## src/rtl/servo_pkg.sv

```systemverilog
// rtl/servo_pkg.sv - servo timing constants and the pulse FSM state type
package servo_pkg;
  localparam int SERVO_CENTRE_US = 1500;
  localparam int SERVO_MIN_US    = 500;
  localparam int SERVO_MAX_US    = 2500;
  localparam int SERVO_FRAME_US  = 20000;

  typedef enum logic [1:0] {
    IDLE = 2'd0,
    LOW  = 2'd1,
    HIGH = 2'd2
  } servo_state_e;
endpackage

```

## src/rtl/us_tick_gen.sv

```systemverilog
// rtl/us_tick_gen.sv - 1 us tick prescaler, restartable so a measurement starts on a tick boundary
module us_tick_gen #(
  parameter int CLK_MHZ = 100
) (
  input  logic CLK,
  input  logic RST,
  input  logic clr,
  output logic tick
);
  localparam int W = (CLK_MHZ > 1) ? $clog2(CLK_MHZ) : 1;
  localparam logic [W-1:0] LAST = W'(CLK_MHZ - 1);

  logic [W-1:0] cnt_q, cnt_d;

  always_comb begin
    cnt_d = cnt_q + 1'b1;
    if (clr || cnt_q == LAST) cnt_d = '0;
  end

  always_ff @(posedge CLK or posedge RST) begin
    if (RST) cnt_q <= '0;
    else     cnt_q <= cnt_d;
  end

  assign tick = (cnt_q == LAST);
endmodule

```

## src/rtl/servo_pulse_decoder.sv

```systemverilog
// rtl/servo_pulse_decoder.sv - measures RC servo pulse high width in us, flags range errors and signal loss
module servo_pulse_decoder
  import servo_pkg::*;
#(
  parameter int CLK_MHZ          = 100,
  parameter int MIN_US           = SERVO_MIN_US,
  parameter int MAX_US           = SERVO_MAX_US,
  parameter int FRAME_TIMEOUT_US = 25000
) (
  input  logic        CLK,
  input  logic        RST,
  input  logic        SERVO_IN,
  output logic [15:0] pulse_len,
  output logic        pulse_valid,
  output logic        range_err,
  output logic        signal_lost
);
  localparam int FW = $clog2(FRAME_TIMEOUT_US + 1);
  localparam logic [FW-1:0] FRAME_LIMIT = FW'(FRAME_TIMEOUT_US);
  localparam bit            STUCK_EN    = (FRAME_TIMEOUT_US <= 65535);
  localparam logic [15:0]   WIDTH_LIMIT = 16'(FRAME_TIMEOUT_US);
  localparam logic [15:0]   MIN_W       = 16'(MIN_US);
  localparam logic [15:0]   MAX_W       = 16'(MAX_US);

  logic [2:0]    sync_q, sync_d;
  servo_state_e  state_q, state_d;
  logic [15:0]   width_q, width_d;
  logic [FW-1:0] frame_q, frame_d;
  logic [15:0]   len_q, len_d;
  logic          valid_q, valid_d;
  logic          err_q, err_d;
  logic          lost_q, lost_d;
  logic          in_s, rise, fall, tick;

  assign sync_d = {sync_q[1:0], SERVO_IN};
  assign in_s   = sync_q[1];
  assign rise   = sync_q[1] & ~sync_q[2];
  assign fall   = ~sync_q[1] & sync_q[2];

  us_tick_gen #(.CLK_MHZ(CLK_MHZ)) u_tick (
    .CLK  (CLK),
    .RST  (RST),
    .clr  (rise),
    .tick (tick)
  );

  always_comb begin
    state_d = state_q;
    width_d = width_q;
    frame_d = frame_q;
    len_d   = len_q;
    valid_d = 1'b0;
    err_d   = 1'b0;
    lost_d  = lost_q;

    if (tick && frame_q != FRAME_LIMIT) frame_d = frame_q + 1'b1;
    if (frame_q == FRAME_LIMIT) lost_d = 1'b1;

    case (state_q)
      IDLE: if (!in_s) state_d = LOW;
      LOW: begin
        if (rise) begin
          state_d = HIGH;
          width_d = '0;
        end
      end
      HIGH: begin
        if (tick && width_q != 16'hFFFF) width_d = width_q + 1'b1;
        // A stuck-high line beats a coincident fall: the pulse is abandoned unreported.
        if (STUCK_EN && width_q == WIDTH_LIMIT) begin
          state_d = IDLE;
          lost_d  = 1'b1;
        end else if (fall) begin
          state_d = LOW;
          if (width_q >= MIN_W && width_q <= MAX_W) begin
            len_d   = width_q;
            valid_d = 1'b1;
            lost_d  = 1'b0;
            frame_d = '0;
          end else begin
            err_d = 1'b1;
          end
        end
      end
      default: state_d = IDLE;
    endcase
  end

  // Synchroniser resets high so a pulse already in progress at reset is never seen as a rise.
  always_ff @(posedge CLK or posedge RST) begin
    if (RST) begin
      sync_q  <= 3'b111;
      state_q <= IDLE;
      width_q <= '0;
      frame_q <= '0;
      len_q   <= 16'(SERVO_CENTRE_US);
      valid_q <= 1'b0;
      err_q   <= 1'b0;
      lost_q  <= 1'b1;
    end else begin
      sync_q  <= sync_d;
      state_q <= state_d;
      width_q <= width_d;
      frame_q <= frame_d;
      len_q   <= len_d;
      valid_q <= valid_d;
      err_q   <= err_d;
      lost_q  <= lost_d;
    end
  end

  assign pulse_len   = len_q;
  assign pulse_valid = valid_q;
  assign range_err   = err_q;
  assign signal_lost = lost_q;
endmodule

```

## config.mk

```make
export PLATFORM = sky130hd
export DESIGN_NAME = servo_pulse_decoder
export DESIGN_NICKNAME = d
export VERILOG_FILES = /design/src/rtl/servo_pkg.sv /design/src/rtl/us_tick_gen.sv /design/src/rtl/servo_pulse_decoder.sv
export SDC_FILE = /design/constraint.sdc
export NUM_CORES = 1
export LEC_CHECK = 0
export BUFFER_PORTS_ARGS = -buffer_cell sky130_fd_sc_hd__buf_2
export CORE_ASPECT_RATIO = 1.4
export CORE_MARGIN = 2
export CORE_UTILIZATION = 50
export DETAILED_ROUTE_END_ITERATION = 12
export MAX_ROUTING_LAYER = met4
export PLACE_DENSITY = 0.68
export SLEW_MARGIN = 10
export SYNTH_ARGS = -nofsm -noshare
export SYNTH_HDL_FRONTEND = slang
export SYNTH_SLANG_ARGS = --single-unit
```

## constraint.sdc

```tcl
create_clock -name CLK -period 2.75 [get_ports CLK]
set_input_delay 0.1375 -clock CLK [delete_from_list [all_inputs] [get_ports CLK]]
set_output_delay 0.1375 -clock CLK [all_outputs]
set_load 0.1 [all_outputs]
```

==> results.txt <==
- The run finished with clean final reports.
- Share of synthesized cell area in full adder, half adder and majority cells: 2.12%
- At the placement stage, the worst setup path has a slack of 265 ps.
* Compound-Gate Fraction of Synth Area: 7.99%
* Yosys warning count: 0
- Max clock buf depth: 2
- Max-slew violations: 0
- The routed design has 6040 um of wire.
- The number of cells on the worst reg-to-reg path is 5.
- CP startpoint kind: flip-flop
* Detailed-route DRC error count: 0
- After synthesis, flip-flops and latches occupy 52.9% of the total area.
* Fraction of synthesized cell area in xor and xnor cells: 6.22%
- Area share of and/or/nand/nor cells after synthesis: 22.6%
- CP Class: reg -> reg
* CP Data Required Time: 3010 ps
- Counting I/O delays and the setup requirement, the final critical path takes 2530 ps.
- Buffers on Ports: 21
* Most instantiated flip-flop cell in the synthesis netlist: dfrtp_1
- Arrival time of data at the critical path endpoint: 2790 ps
- Post-synthesis average cell area: 10.2 um^2
- For this block, the initial DRC count from the detailed router was 169.
- The H-tree generated during clock tree synthesis spans 3 levels.
- Post-detailed-route via-to-cell ratio: 5.69
- The number of gates resized after CTS was 0.
- Global route overflow: 0
- Placeable core region: 5780 um^2
* Instance count of the mapped netlist: 289
- The floorplan step defined a die boundary enclosing 6560 um^2.
- Summed over all nets, the half-perimeter wirelength after detailed placement is 4160 um.
* Critical Path Max Stage Delay: 570 ps
- Number of flip-flops and latches in the synthesized netlist: 62
- Final standard cell utilization of the core: 58.7%
- Following the worst setup path forward leads to its endpoint at width_q[15].
- From bottom edge to top edge, the die measures 95.0 um.
- Of all flip-flops after synthesis, the portion carrying an async set or reset was 100%.
- The number of antenna violations at the first check in global routing came to 0.
* Total Neg Setup Slack: 0 ps
- The final hold violation count came to 0.
- After detailed routing, the average wire length per cell comes to 15.5 um.
- Worst r2r src: u_tick.cnt_q[2]
* Post-placement cell area: 3150 um^2
- Width of the chip: 69.0 um
- Crit path max fanout: 14
- Fraction of layout cells with a size suffix above 1: 21.9%
* Top-level port count: 22
* Netlist area before placement: 2960 um^2
- The clock arrives with 10.3 ps of skew.
* Min-delay worst type: in -> async
- Kind of capture point of the worst setup path: flip-flop
- The tree is rooted in a clkbuf_8.
- Wire length of the first global-routing pass: 10300 um
- Combinational family with the most area after synthesis: simple AND/OR/NAND/NOR gates
- Synthesis-to-layout area growth: 14.6%
* Cell Rows: 33
- Final-stage net count: 323
- The later pin in the worst-skew pair is clocked with a latency of 340 ps.
- Across all hold checks on the routed design, the worst slack comes to 357 ps.
* Syn nets: 297
- Summed over all cells, the static leakage comes to 1.53 nW.
- TritonCTS created 9 clock buffers.
* Post-route clock period utilization: 91.9%
- # diodes: 0
* CTS tree: done
- Timing-limited maximum frequency: 396 MHz
- At the pin with the least slew margin, the transition time is 519 ps.
- For this design, the CTS-stage hold fixing added 2 buffers.
* Max Cap Viol: 0
* Power density of the placed cells: 579 nW/um^2
- FF-to-FF setup slack: 220 ps
- Effective utilization at floorplan: 51.2%
* CP max-delay cell: or4b_4
- All-layer global routing usage: 20.6%
* Crit path cell chain: or4b_4 > or4_4 > a21o_1 > or4_1 > a21oi_1
- The portion of synthesized area spent on multiplexers is 4.91%.
- Final design area excluding fillers: 3390 um^2
* GP Congestion: 0.805
- Clock Pin Slew Worst Setup and Hold Paths: 70 ps
- Detailed routing inserted a total of 2219 vias.
- Remaining number of nets flagged by the antenna check after routing: 0
* Pin count of the biggest net entering global routing: 42
* Vias in the first global route: 2149
- Counting flops with a built-in enable in the synthesized netlist gives 0.
* Unrepaired setup endpoints after global routing: false
- The synthesized netlist contains 43 unique library cells.
* Setup Viol. Count Final: 0
- Post-CTS timing repair inserted 0 buffers for setup.
- Critical R2R Capture: width_q[15]
- Tracing the worst setup path back leads to its startpoint at u_tick.cnt_q[2].
- The pre-antenna-repair detailed-routing pass consisted of 4 iterations.
* Total number of clock tree sinks: 62
- Across all setup checks in the final design, the least slack found is 223 ps.
- IR analysis of the VDD net gives a maximum drop of 0.528 mV.
* Headroom to the max-slew limit: 65.4%
==> registers in the layout, indices dropped and copies added (netlist names) <==
signal,count
signal_lost,1
state_q,2
width_q,16
u_tick.cnt_q,7
sync_q,3
pulse_len,16
pulse_valid,1
range_err,1
frame_q,15
==> per-layer routing <==
layer  global-route usage (%)  part of all wire (%)  vias to the layer above
met3                     5.55                   4.2                       12
li1                         -                     -                     1067
met5                        -                     0                        -
met1                     24.6                    43                     1097
met2                     32.9                    50                       43
met4                     8.82                   1.9                        0
==> synthesized netlist by cell type, types with 2 or more instances <==
library cell | n | area (um^2)
inv_1 | 11 | 41.3
buf_2 | 2 | 10.0
nor2_1 | 34 | 128
a21boi_0 | 2 | 15.0
dfstp_2 | 11 | 289
a41oi_1 | 2 | 17.5
o21ai_0 | 5 | 25.0
nand2_1 | 26 | 97.6
a21oi_1 | 11 | 55.1
nand3_1 | 15 | 75.1
and4_1 | 3 | 26.3
mux2_2 | 12 | 135
dfrtp_1 | 51 | 1280
nor4_1 | 6 | 37.5
nor2b_1 | 8 | 50.1
nand4_1 | 4 | 25.0
nor3_1 | 2 | 10.0
xor2_1 | 9 | 78.8
ha_1 | 5 | 62.6
a31oi_1 | 7 | 43.8
o31ai_1 | 4 | 30.0
clkbuf_1 | 9 | 33.8
nor4b_1 | 2 | 17.5
xnor2_1 | 12 | 105
or4_1 | 6 | 45.0
nor4bb_1 | 3 | 30.0
or3_1 | 4 | 25.0
and3_1 | 7 | 43.8
nand2b_1 | 2 | 12.5
==> layout make-up <==
cell class	count	area (um^2)
timing repair buffer	28	175
tap	70	87.6
sequential	62	1570
multi-input combinational	203	1300
fill	527	2390
clock inverter	6	85.1
clock buffer	10	138
inverter	11	41.3
==> how the worst min path moves through the flow <==
stage               from      endpoint  slack (ps)
3_5_place_dp         RST  pulse_len[1]         180
6_report             RST  pulse_len[1]         360
2_1_floorplan   SERVO_IN     sync_q[0]         140
5_1_grt        sync_q[0]     sync_q[1]         370
3_3_place_gp         RST  pulse_len[1]         170
4_1_cts              RST  pulse_len[1]         350
==> power by group <==
part           switching, mW  internal (mW)
Combinational         0.0612         0.0349
Clock                  0.362          0.531
Sequential            0.0309          0.942
==> through the flow <==
| step | power [mW] | std cells |
|---|---|---|
| finish | 1.96 | 390 |
| global route | 2.04 | 390 |
| CTS | 1.99 | 390 |
| detailed placement | 1.08 | 372 |
| global placement | 1.08 | 372 |
| floorplan | 1.05 | 289 |
==> worst max-delay path, delay by kind of cell (launching register included) <==
family           cells  cell delay, ps
AND/OR/NAND/NOR      3            1560
AO/OA/AOI/OAI        2             450
flip-flops           1             430
==> cell usage in the layout (no fill, tap or decap), drive strengths merged, types with 2 or more instances in the layout <==
cell / netlist / final
dlygate4sd3: 0 / 2
o21ai: 5 / 5
nor2b: 8 / 8
mux2: 12 / 12
and3: 7 / 7
bufinv: 0 / 2
nand4: 4 / 4
buf: 4 / 26
dfstp: 11 / 11
xor2: 9 / 9
inv: 11 / 11
a31oi: 7 / 7
a41oi: 2 / 2
nand2b: 2 / 2
nor3: 2 / 2
nor4b: 2 / 2
nor4bb: 3 / 3
clkinv: 0 / 2
and4: 3 / 3
nor2: 34 / 34
o31ai: 4 / 4
a21oi: 11 / 11
or4: 7 / 7
nand2: 26 / 26
clkbuf: 9 / 10
nand3: 15 / 15
a21boi: 2 / 2
xnor2: 12 / 12
clkinvlp: 0 / 2
dfrtp: 51 / 51
or3: 4 / 4
ha: 5 / 5
nor4: 6 / 6
==> cells by family after synthesis <==
logic type,Yosys count
adders and majority gates,5
DFF,62
buffers and inverters,24
xor gates and xnor gates,21
muxes,13
AOI/OAI and AO/OA,37
and+or+nand+nor,127
Power figures use the tool's default switching activity.
